[config.mk]
export PLATFORM = sky130hd
export DESIGN_NAME = oserdes_load_ctrl_flat
export DESIGN_NICKNAME = d
export VERILOG_FILES = /design/src/rtl/oserdes_ctrl_pkg.sv /design/src/rtl/oserdes_load_ctrl_if.sv /design/src/rtl/sync_2ff.sv /design/src/rtl/oserdes_load_ctrl.sv /design/src/flat_wrapper.sv
export SDC_FILE = /design/constraint.sdc
export NUM_CORES = 1
export LEC_CHECK = 0
export CAP_MARGIN = 10
export CORE_UTILIZATION = 55
export DETAILED_ROUTE_END_ITERATION = 10
export PLACE_DENSITY = 0.8
export SYNTH_ARGS = -nofsm -noshare
export SYNTH_HDL_FRONTEND = slang
export SYNTH_SLANG_ARGS = --single-unit
[constraint.sdc]
create_clock -name CLK -period 3.4 [get_ports CLK]
set_input_delay 0.68 -clock CLK [delete_from_list [all_inputs] [get_ports CLK]]
set_output_delay 0.68 -clock CLK [all_outputs]
set_load 0.02 [all_outputs]
[src/rtl/oserdes_ctrl_pkg.sv]
// Shared definitions for the OSERDES load controller: FSM state encoding,
// parameter range limits and small helpers.
package oserdes_ctrl_pkg;

  localparam int unsigned WidthMin      = 3;
  localparam int unsigned WidthMax      = 10;
  localparam int unsigned LockSettleMin = 1;
  localparam int unsigned LockSettleMax = 255;
  localparam int unsigned RstCyclesMin  = 1;
  localparam int unsigned RstCyclesMax  = 15;
  localparam int unsigned LoadPeriodMin = 1;
  localparam int unsigned LoadPeriodMax = 16;

  localparam int unsigned SettleCntW = 8;
  localparam int unsigned RstCntW    = 4;
  localparam int unsigned PeriodCntW = 5;
  localparam int unsigned UnderrunW  = 8;

  typedef logic [1:0] state_t;

  localparam state_t StWaitLock = 2'd0;
  localparam state_t StSettle   = 2'd1;
  localparam state_t StSrst     = 2'd2;
  localparam state_t StRun      = 2'd3;

  function automatic logic [UnderrunW-1:0] sat_inc(input logic [UnderrunW-1:0] v);
    return (v == {UnderrunW{1'b1}}) ? v : v + {{(UnderrunW-1){1'b0}}, 1'b1};
  endfunction

endpackage

[src/rtl/oserdes_load_ctrl_if.sv]
// Word stream and O_SERDES control bundle between user logic, the load
// controller and the SERDES primitive.
interface oserdes_load_ctrl_if #(
  parameter int unsigned WIDTH = 4
);

  logic [WIDTH-1:0] DATA_IN;
  logic             DATA_VALID;
  logic             DATA_READY;
  logic [WIDTH-1:0] SERDES_D;
  logic             LOAD_WORD;
  logic             SERDES_RST;
  logic             LINK_UP;
  logic [7:0]       UNDERRUN_CNT;

  // User side: supplies words, observes SERDES controls and status.
  modport master (
    output DATA_IN,
    output DATA_VALID,
    input  DATA_READY,
    input  SERDES_D,
    input  LOAD_WORD,
    input  SERDES_RST,
    input  LINK_UP,
    input  UNDERRUN_CNT
  );

  // Controller side.
  modport slave (
    input  DATA_IN,
    input  DATA_VALID,
    output DATA_READY,
    output SERDES_D,
    output LOAD_WORD,
    output SERDES_RST,
    output LINK_UP,
    output UNDERRUN_CNT
  );

endinterface

[src/rtl/sync_2ff.sv]
// Two-flop synchronizer for a single asynchronous level, synchronous reset.
module sync_2ff (
  input  logic clk_i,
  input  logic rst_i,
  input  logic d_i,
  output logic q_o
);

  logic meta_q;
  logic sync_q;

  always_ff @(posedge clk_i) begin
    if (rst_i) begin
      meta_q <= 1'b0;
      sync_q <= 1'b0;
    end else begin
      meta_q <= d_i;
      sync_q <= meta_q;
    end
  end

  assign q_o = sync_q;

endmodule

[src/rtl/oserdes_load_ctrl.sv]
// O_SERDES bring-up and word-load controller: waits for stable PLL lock, pulses
// the SERDES reset, then feeds one word per load period from a 1-entry buffer.
module oserdes_load_ctrl
  import oserdes_ctrl_pkg::*;
#(
  parameter int unsigned      WIDTH       = 4,
  parameter int unsigned      LOCK_SETTLE = 16,
  parameter int unsigned      RST_CYCLES  = 4,
  parameter int unsigned      LOAD_PERIOD = 2,
  parameter logic [WIDTH-1:0] IDLE_WORD   = '0
) (
  input  logic                CLK,
  input  logic                RST,
  input  logic                PLL_LOCK,
  oserdes_load_ctrl_if.slave  bus
);

  localparam logic [SettleCntW-1:0] SettleLast = SettleCntW'(LOCK_SETTLE - 1);
  localparam logic [RstCntW-1:0]    RstLast    = RstCntW'(RST_CYCLES - 1);
  localparam logic [PeriodCntW-1:0] PeriodLast = PeriodCntW'(LOAD_PERIOD - 1);

  logic lock;

  sync_2ff u_lock_sync (
    .clk_i (CLK),
    .rst_i (RST),
    .d_i   (PLL_LOCK),
    .q_o   (lock)
  );

  state_t                state_q, state_d;
  logic [SettleCntW-1:0] settle_cnt_q, settle_cnt_d;
  logic [RstCntW-1:0]    rst_cnt_q, rst_cnt_d;
  logic [PeriodCntW-1:0] period_cnt_q, period_cnt_d;
  logic [WIDTH-1:0]      hold_q, hold_d;
  logic                  full_q, full_d;
  logic [WIDTH-1:0]      serdes_d_q, serdes_d_d;
  logic                  load_q, load_d;
  logic [UnderrunW-1:0]  underrun_q, underrun_d;

  logic run;
  logic slot;
  logic slot_fire;
  logic ready;
  logic accept;

  always_comb begin
    state_d      = state_q;
    settle_cnt_d = settle_cnt_q;
    rst_cnt_d    = rst_cnt_q;
    unique case (state_q)
      StWaitLock: begin
        if (lock) begin
          state_d      = StSettle;
          settle_cnt_d = '0;
        end
      end
      StSettle: begin
        if (!lock) begin
          state_d = StWaitLock;
        end else if (settle_cnt_q == SettleLast) begin
          state_d   = StSrst;
          rst_cnt_d = '0;
        end else begin
          settle_cnt_d = settle_cnt_q + 1'b1;
        end
      end
      StSrst: begin
        if (!lock) begin
          state_d = StWaitLock;
        end else if (rst_cnt_q == RstLast) begin
          state_d = StRun;
        end else begin
          rst_cnt_d = rst_cnt_q + 1'b1;
        end
      end
      StRun: begin
        if (!lock) begin
          state_d = StWaitLock;
        end
      end
      default: state_d = StWaitLock;
    endcase
  end

  assign run       = (state_q == StRun);
  assign slot      = run && (period_cnt_q == PeriodLast);
  // A slot coinciding with lock loss is dropped; the link is going down anyway.
  assign slot_fire = slot && lock;
  assign ready     = run && (!full_q || slot);
  assign accept    = bus.DATA_VALID && ready;

  always_comb begin
    period_cnt_d = '0;
    if (run && lock && !slot) begin
      period_cnt_d = period_cnt_q + 1'b1;
    end

    hold_d     = hold_q;
    full_d     = full_q;
    serdes_d_d = serdes_d_q;
    load_d     = slot_fire;
    underrun_d = underrun_q;

    if (slot_fire) begin
      serdes_d_d = full_q ? hold_q : IDLE_WORD;
      full_d     = 1'b0;
      if (!full_q) begin
        underrun_d = sat_inc(underrun_q);
      end
    end

    // Accept after consume so a slot-cycle transfer refills the emptied entry.
    if (accept) begin
      hold_d = bus.DATA_IN;
      full_d = 1'b1;
    end

    if (!lock) begin
      full_d = 1'b0;
    end
  end

  always_ff @(posedge CLK) begin
    if (RST) begin
      state_q      <= StWaitLock;
      settle_cnt_q <= '0;
      rst_cnt_q    <= '0;
      period_cnt_q <= '0;
      hold_q       <= IDLE_WORD;
      full_q       <= 1'b0;
      serdes_d_q   <= IDLE_WORD;
      load_q       <= 1'b0;
      underrun_q   <= '0;
    end else begin
      state_q      <= state_d;
      settle_cnt_q <= settle_cnt_d;
      rst_cnt_q    <= rst_cnt_d;
      period_cnt_q <= period_cnt_d;
      hold_q       <= hold_d;
      full_q       <= full_d;
      serdes_d_q   <= serdes_d_d;
      load_q       <= load_d;
      underrun_q   <= underrun_d;
    end
  end

  assign bus.DATA_READY   = ready;
  assign bus.SERDES_D     = serdes_d_q;
  assign bus.LOAD_WORD    = load_q;
  assign bus.SERDES_RST   = !run;
  assign bus.LINK_UP      = run;
  assign bus.UNDERRUN_CNT = underrun_q;

endmodule

[src/flat_wrapper.sv]
// flat-port wrapper written by rule: the top's interface ports become plain ports
module oserdes_load_ctrl_flat import oserdes_ctrl_pkg::*;
#(
  parameter int unsigned      WIDTH       = 4,
  parameter int unsigned      LOCK_SETTLE = 16,
  parameter int unsigned      RST_CYCLES  = 4,
  parameter int unsigned      LOAD_PERIOD = 2,
  parameter logic [WIDTH-1:0] IDLE_WORD   = '0
)
  (CLK, RST, PLL_LOCK, bus_DATA_IN, bus_DATA_VALID, bus_DATA_READY, bus_SERDES_D, bus_LOAD_WORD, bus_SERDES_RST, bus_LINK_UP, bus_UNDERRUN_CNT);
  oserdes_load_ctrl_if #(.WIDTH(WIDTH)) bus_i ();
  input  logic CLK;
  input  logic RST;
  input  logic PLL_LOCK;
  input wire logic [$bits(bus_i.DATA_IN)-1:0] bus_DATA_IN;
  input wire logic [$bits(bus_i.DATA_VALID)-1:0] bus_DATA_VALID;
  output wire logic [$bits(bus_i.DATA_READY)-1:0] bus_DATA_READY;
  output wire logic [$bits(bus_i.SERDES_D)-1:0] bus_SERDES_D;
  output wire logic [$bits(bus_i.LOAD_WORD)-1:0] bus_LOAD_WORD;
  output wire logic [$bits(bus_i.SERDES_RST)-1:0] bus_SERDES_RST;
  output wire logic [$bits(bus_i.LINK_UP)-1:0] bus_LINK_UP;
  output wire logic [$bits(bus_i.UNDERRUN_CNT)-1:0] bus_UNDERRUN_CNT;
  assign bus_i.DATA_IN = bus_DATA_IN;
  assign bus_i.DATA_VALID = bus_DATA_VALID;
  assign bus_DATA_READY = bus_i.DATA_READY;
  assign bus_SERDES_D = bus_i.SERDES_D;
  assign bus_LOAD_WORD = bus_i.LOAD_WORD;
  assign bus_SERDES_RST = bus_i.SERDES_RST;
  assign bus_LINK_UP = bus_i.LINK_UP;
  assign bus_UNDERRUN_CNT = bus_i.UNDERRUN_CNT;
  oserdes_load_ctrl #(.WIDTH(WIDTH), .LOCK_SETTLE(LOCK_SETTLE), .RST_CYCLES(RST_CYCLES), .LOAD_PERIOD(LOAD_PERIOD), .IDLE_WORD(IDLE_WORD)) u_core (.CLK(CLK), .RST(RST), .PLL_LOCK(PLL_LOCK), .bus(bus_i));
endmodule
==> Yosys cells after proc, flatten, opt, wreduce, memory -nomap -nowiden <==
Cells that the tools add are included.
{ "totals": {"input_bits": 8, "reg_bits": 39, "elab_cells": 74, "output_inout_bits": 16} }
{ "classes": {"n_reduce_logical": 20, "n_bitwise": 4, "add_sub_neg": 4, "n_eq_ne": 16, "mux": 19} }
{ "op_table": {"columns": ["operator", "n"], "rows": [
  ["$mux 8", 3],
  ["$mux 4", 5],
  ["$add 8x1->8 const B", 2],
  ["$pmux 8 s2", 1],
  ["$mux 2", 6],
  ["$ne 2x2->1 const B", 6],
  ["$eq 8x4->1 const B", 1],
  ["$eq 8x8->1 const B", 1],
  ["$pmux 2 s4", 1],
  ["$pmux 4 s2", 1],
  ["$reduce_and 4->1", 2],
  ["$logic_and 1x1->1", 6],
  ["$ne 3x2->1 const B", 2],
  ["$reduce_bool 2->1", 3],
  ["$add 5x1->5 const B", 1],
  ["$eq 5x1->1 const B", 1],
  ["$reduce_and 5->1", 1],
  ["$add 4x1->4 const B", 1],
  ["$eq 2x2->1 const B", 2],
  ["$eq 4x2->1 const B", 1],
  ["$not 1->1", 4],
  ["$reduce_or 2->1", 2],
  ["$logic_not 1->1", 3],
  ["$reduce_and 3->1", 1],
  ["5 further kinds", 6]
]} }

==> Logic depth before layout (Yosys ltp) <==
{ "depth": {"depth_word": 6, "ltp_mapped": 7, "depth_no_buf": 6} }

==> Cells and area by module <==
A second synthesis with hierarchy kept.
{ "unflattened": {"cells_unflattened": 193, "area_unflattened_um2": 1745.4} }
{ "modules_own_cells": {"columns": ["module", "area_per_inst_um2", "seq_area_each_um2", "cells_each", "n_inst"], "rows": [
  ["oserdes_load_ctrl", 1692.9, 740.7, 189, 1],
  ["sync_2ff", 52.6, 40.0, 4, 1]
]} }

==> Least setup slack after synthesis <==
Ideal clock, no wire load.
{ "synth_timing": {"path_type": "register -> output", "startpoint": "reg u_core.period_cnt_q[0]", "endpoint": "out bus_DATA_READY", "required_ns": 2.720, "t_arrival_ns": 1.375, "n_path_buf": 0, "slack_ns": 1.345, "path_stages_with_launch": 4, "path_cell_list": "dfxtp_1 -> ha_1 -> or4b_1 -> a21oi_1"} }
{ "synth_between": {"elab_chain_cells": 4} }
{ "synth_rtl": {"columns": ["item", "line_no", "source"], "rows": [
  ["start: declaration", "oserdes_load_ctrl.sv:34", "logic [PeriodCntW-1:0] period_cnt_q, period_cnt_d;"],
  ["start signal: assignment", "oserdes_load_ctrl.sv:139", "period_cnt_q <= period_cnt_d;"],
  ["$eq 5x1->1", "oserdes_load_ctrl.sv:87", "assign slot = run && (period_cnt_q == PeriodLast);"],
  ["$logic_and 1x1->1", "oserdes_load_ctrl.sv:87", null],
  ["$logic_or 1x1->1", "oserdes_load_ctrl.sv:90", "assign ready = run && (!full_q || slot);"],
  ["$logic_and 1x1->1", "oserdes_load_ctrl.sv:90", null],
  ["end: declaration", "flat_wrapper.sv:17", "output wire logic [$bits(bus_i.DATA_READY)-1:0] bus_DATA_READY;"]
]} }
Every way passes these cells.

==> Final worst setup path <==
Same ends and word-level chain as after synthesis.

==> impl_metrics.tcl <==
set metrics [dict create \
    antenna_cells 0 \
    die-height_um 58.52 \
    syn_to_final_growth_pct 17.31 \
    fillers 260 \
    nNetsFinal 232 \
    netlist_area_um2 1757 \
    finalHoldViolations 0 \
    hold_class "register to register" \
    antenna_found_initial 0 \
    layout_commonest_cell "dfxtp_1" \
    hold_buffers 0 \
    postCtsSetupRepairBufs 0 \
    ios 24 \
    grt_pass1_wl_um 5775 \
    via_count 1494 \
    ys_ff_latch 39 \
    synth_warnings 0 \
    place_congestion 0.7402 \
    p_switching_uw 148.4 \
    crit_arrival_ns 2.24 \
    routed_wl_um 3542 \
    start_util_pct 57.54 \
    die_x_um 58.52 \
    reg2reg_depth 5 \
    dieArea_um2 3424 \
    setup_slack_ns 0.4766 \
    rsz0062_at_grt "no" \
    holdPathStages 1 \
    power_density_nw_per_um2 338.2 \
    final_cell_mix "39 x dfxtp_1, 23 x nor2_1, 23 x clkdlybuf4s50_1" \
    synth_seq_area_share_pct 44.44 \
    coreArea_um2 3053 \
    crit_required_ns 2.72 \
    swShare_pct 21.29 \
    synth_area_leaders "dfxtp_1 44%, a21oi_1 5.4%, nor2_1 4.9%, ha_1 3.6%, nand3_1 3.4%" \
    hpwl_um 2623 \
    cts_tree "done" \
    ant_nets 0 \
    tightest_slew_ns 0.9000 \
    clockBufferDepth 2 \
    irDropWorstVdd_mv 0.1820 \
    drv.max_cap_violation_count 0 \
    critPathMaxStageDelay_ns 0.62 \
    yosysTopAreaCell "dfxtp_1" \
    synth_ff_type "dfxtp_1" \
    path_class "register to output pin" \
    synthArstFlopShare_pct 0 \
    cts_resized 0 \
    fin_crit_ns 2.923 \
    finalSetupViolCount 0 \
    crit_chain "ha_1 > or4b_1 > a21oi_1 > clkdlybuf4s50_1" \
    drt_drc_violations_left 0 \
    worst_slew_margin_rel_pct 39.45 \
    wl_per_cell_um 13.42 \
    intPower_uw 548.5 \
    p_clk_share_pct 31.1 \
    clk_pin_slew_ns 0.11 \
    synth-edff-count 0 \
    total_leakage_power_uw 0.0007018 \
    routed_via_density 5.659 \
    synthesis.nets 211 \
    grt_usage_pct 22.00 \
    yosysTopAreaCellShare_pct 44.44 \
    seqCellArea_um2 780.7 \
    grt_pass1_vias 1405 \
    root_buffer "clkbuf_4" \
    outcome "finished clean" \
    overflow 0 \
    tns_ns 0 \
    seq_power_share_pct 66.0 \
    slowest_stage "clkdlybuf4s50_1" \
    grt_max_degree 26 \
    portBuffers 23 \
    start_kind "register" \
    endpoint_kind "output pin" \
    initialDrtViolationCount 53 \
    syn_avg_cell_area_um2 8.872 \
    htree_levels 2 \
    fin_crit_sh_pct 85.98 \
    cts_sinks 39 \
    synth_cells 198 \
    p_comb_share_pct 2.9 \
    multiInputGateArea_um2 918.4 \
    drtPass1Iterations 4 \
    clock_latency_ns 0.33 \
    rows 20 \
    slew_violations 0 \
    numCtsBuffers 5 \
    yosysUniqueCellTypes 41 \
    fmax_mhz 342.1 \
    drive_gt1_share_pct 5.909 \
    clock_skew_ns 0.008130 \
    place_ws_ns 0.8382 \
    crit_fanout 4 \
]
## synth_stat cells (4+ instances only)
| library cell | count |
|---|---|
| inv_1 | 5 |
| nand3_1 | 12 |
| clkbuf_1 | 9 |
| a211oi_1 | 4 |
| nand2b_1 | 4 |
| dfxtp_1 | 39 |
| or3_1 | 4 |
| xnor2_1 | 4 |
| nor2_1 | 23 |
| o21ai_0 | 7 |
| a21oi_1 | 19 |
| nand2_1 | 12 |
| ha_1 | 5 |
| mux2i_1 | 5 |
| xor2_1 | 5 |
## final timing paths
check	startpoint	endpoint	slack, ns
max	u_core.period_cnt_q[0]$_SDFF_PP0_	bus_DATA_READY	0.48
min	u_core.u_lock_sync.meta_q$_SDFF_PP0_	u_core.u_lock_sync.q_o$_SDFF_PP0_	0.45
max reg2reg	u_core.period_cnt_q[0]$_SDFF_PP0_	u_core.bus.UNDERRUN_CNT[5]$_SDFFE_PP0P_	1.23
min reg2reg	u_core.u_lock_sync.meta_q$_SDFF_PP0_	u_core.u_lock_sync.q_o$_SDFF_PP0_	0.45
## area by class of cell
class / count / area share, %
clock buffer: 7 / 2.186
sequential: 39 / 37.89
timing repair buffer: 24 / 11.54
clock inverter: 1 / 0.2429
tap: 44 / 2.672
multi-input combinational: 144 / 44.57
inverter: 5 / 0.9107
## critical path: cells and delay by family, from the launching register on
family	cells	cell delay, ns
AOI/OAI and AO/OA	1	0.19
adders and majority gates	1	0.19
buffers and inverters	1	0.62
DFF	1	0.41
and+or+nand+nor	1	0.50
## kinds of logic (layout without fill, tap and decap cells)
kind of cell / Yosys count / after routing / synth area share [%]
adders and majority gates: 5 / 5 / 3.561
xor gates and xnor gates: 9 / 9 / 4.487
AOI/OAI and AO/OA: 42 / 42 / 14.60
and+or+nand+nor: 83 / 83 / 26.78
muxes: 5 / 5 / 2.849
buffers and inverters: 15 / 37 / 3.276
DFF: 39 / 39 / 44.44
## metrics by stage
step	instance area [um^2]	instances	hold slack [ns]	util (%)	total power, uW
5_1_grt	2061	264	0.4689	67.50	726.5
3_5_place_dp	2011	256	0.4289	65.86	490.4
2_1_floorplan	1757	198	0.4138	-	479.3
3_3_place_gp	2011	256	0.4187	65.86	490.0
4_1_cts	2061	264	0.4548	67.50	706.9
6_report	2061	264	0.4467	67.50	696.9
## sequential cells by signal, summed over array words and instances (netlist names)
signal	flops
u_core.bus.UNDERRUN_CNT	8
u_core.settle_cnt_q	8
u_core.period_cnt_q	5
u_core.bus.SERDES_D	4
u_core.hold_q	4
u_core.rst_cnt_q	4
u_core.state_q	2
u_core.bus.LOAD_WORD	1
u_core.full_q	1
u_core.u_lock_sync.meta_q	1
u_core.u_lock_sync.q_o	1
## routing by layer
layer / wire (um) / up-vias / GRT usage [%]
li1: - / 751 / -
met1: 1590 / 713 / 24.86
met2: 1797 / 23 / 40.07
met3: 96 / 7 / 3.956
met4: 56 / 0 / 10.20
met5: 0 / - / 0
## power groups by stage
stage	Combinational, uW	Sequential [uW]	Clock (uW)
floorplan	9.89	469	0
global placement	19.7	470	0
detailed placement	19.9	470	0
CTS	20.3	460	227
global route	21.7	461	244
finish	20.1	460	217
No activity file was read; power rests on OpenSTA's default activity.
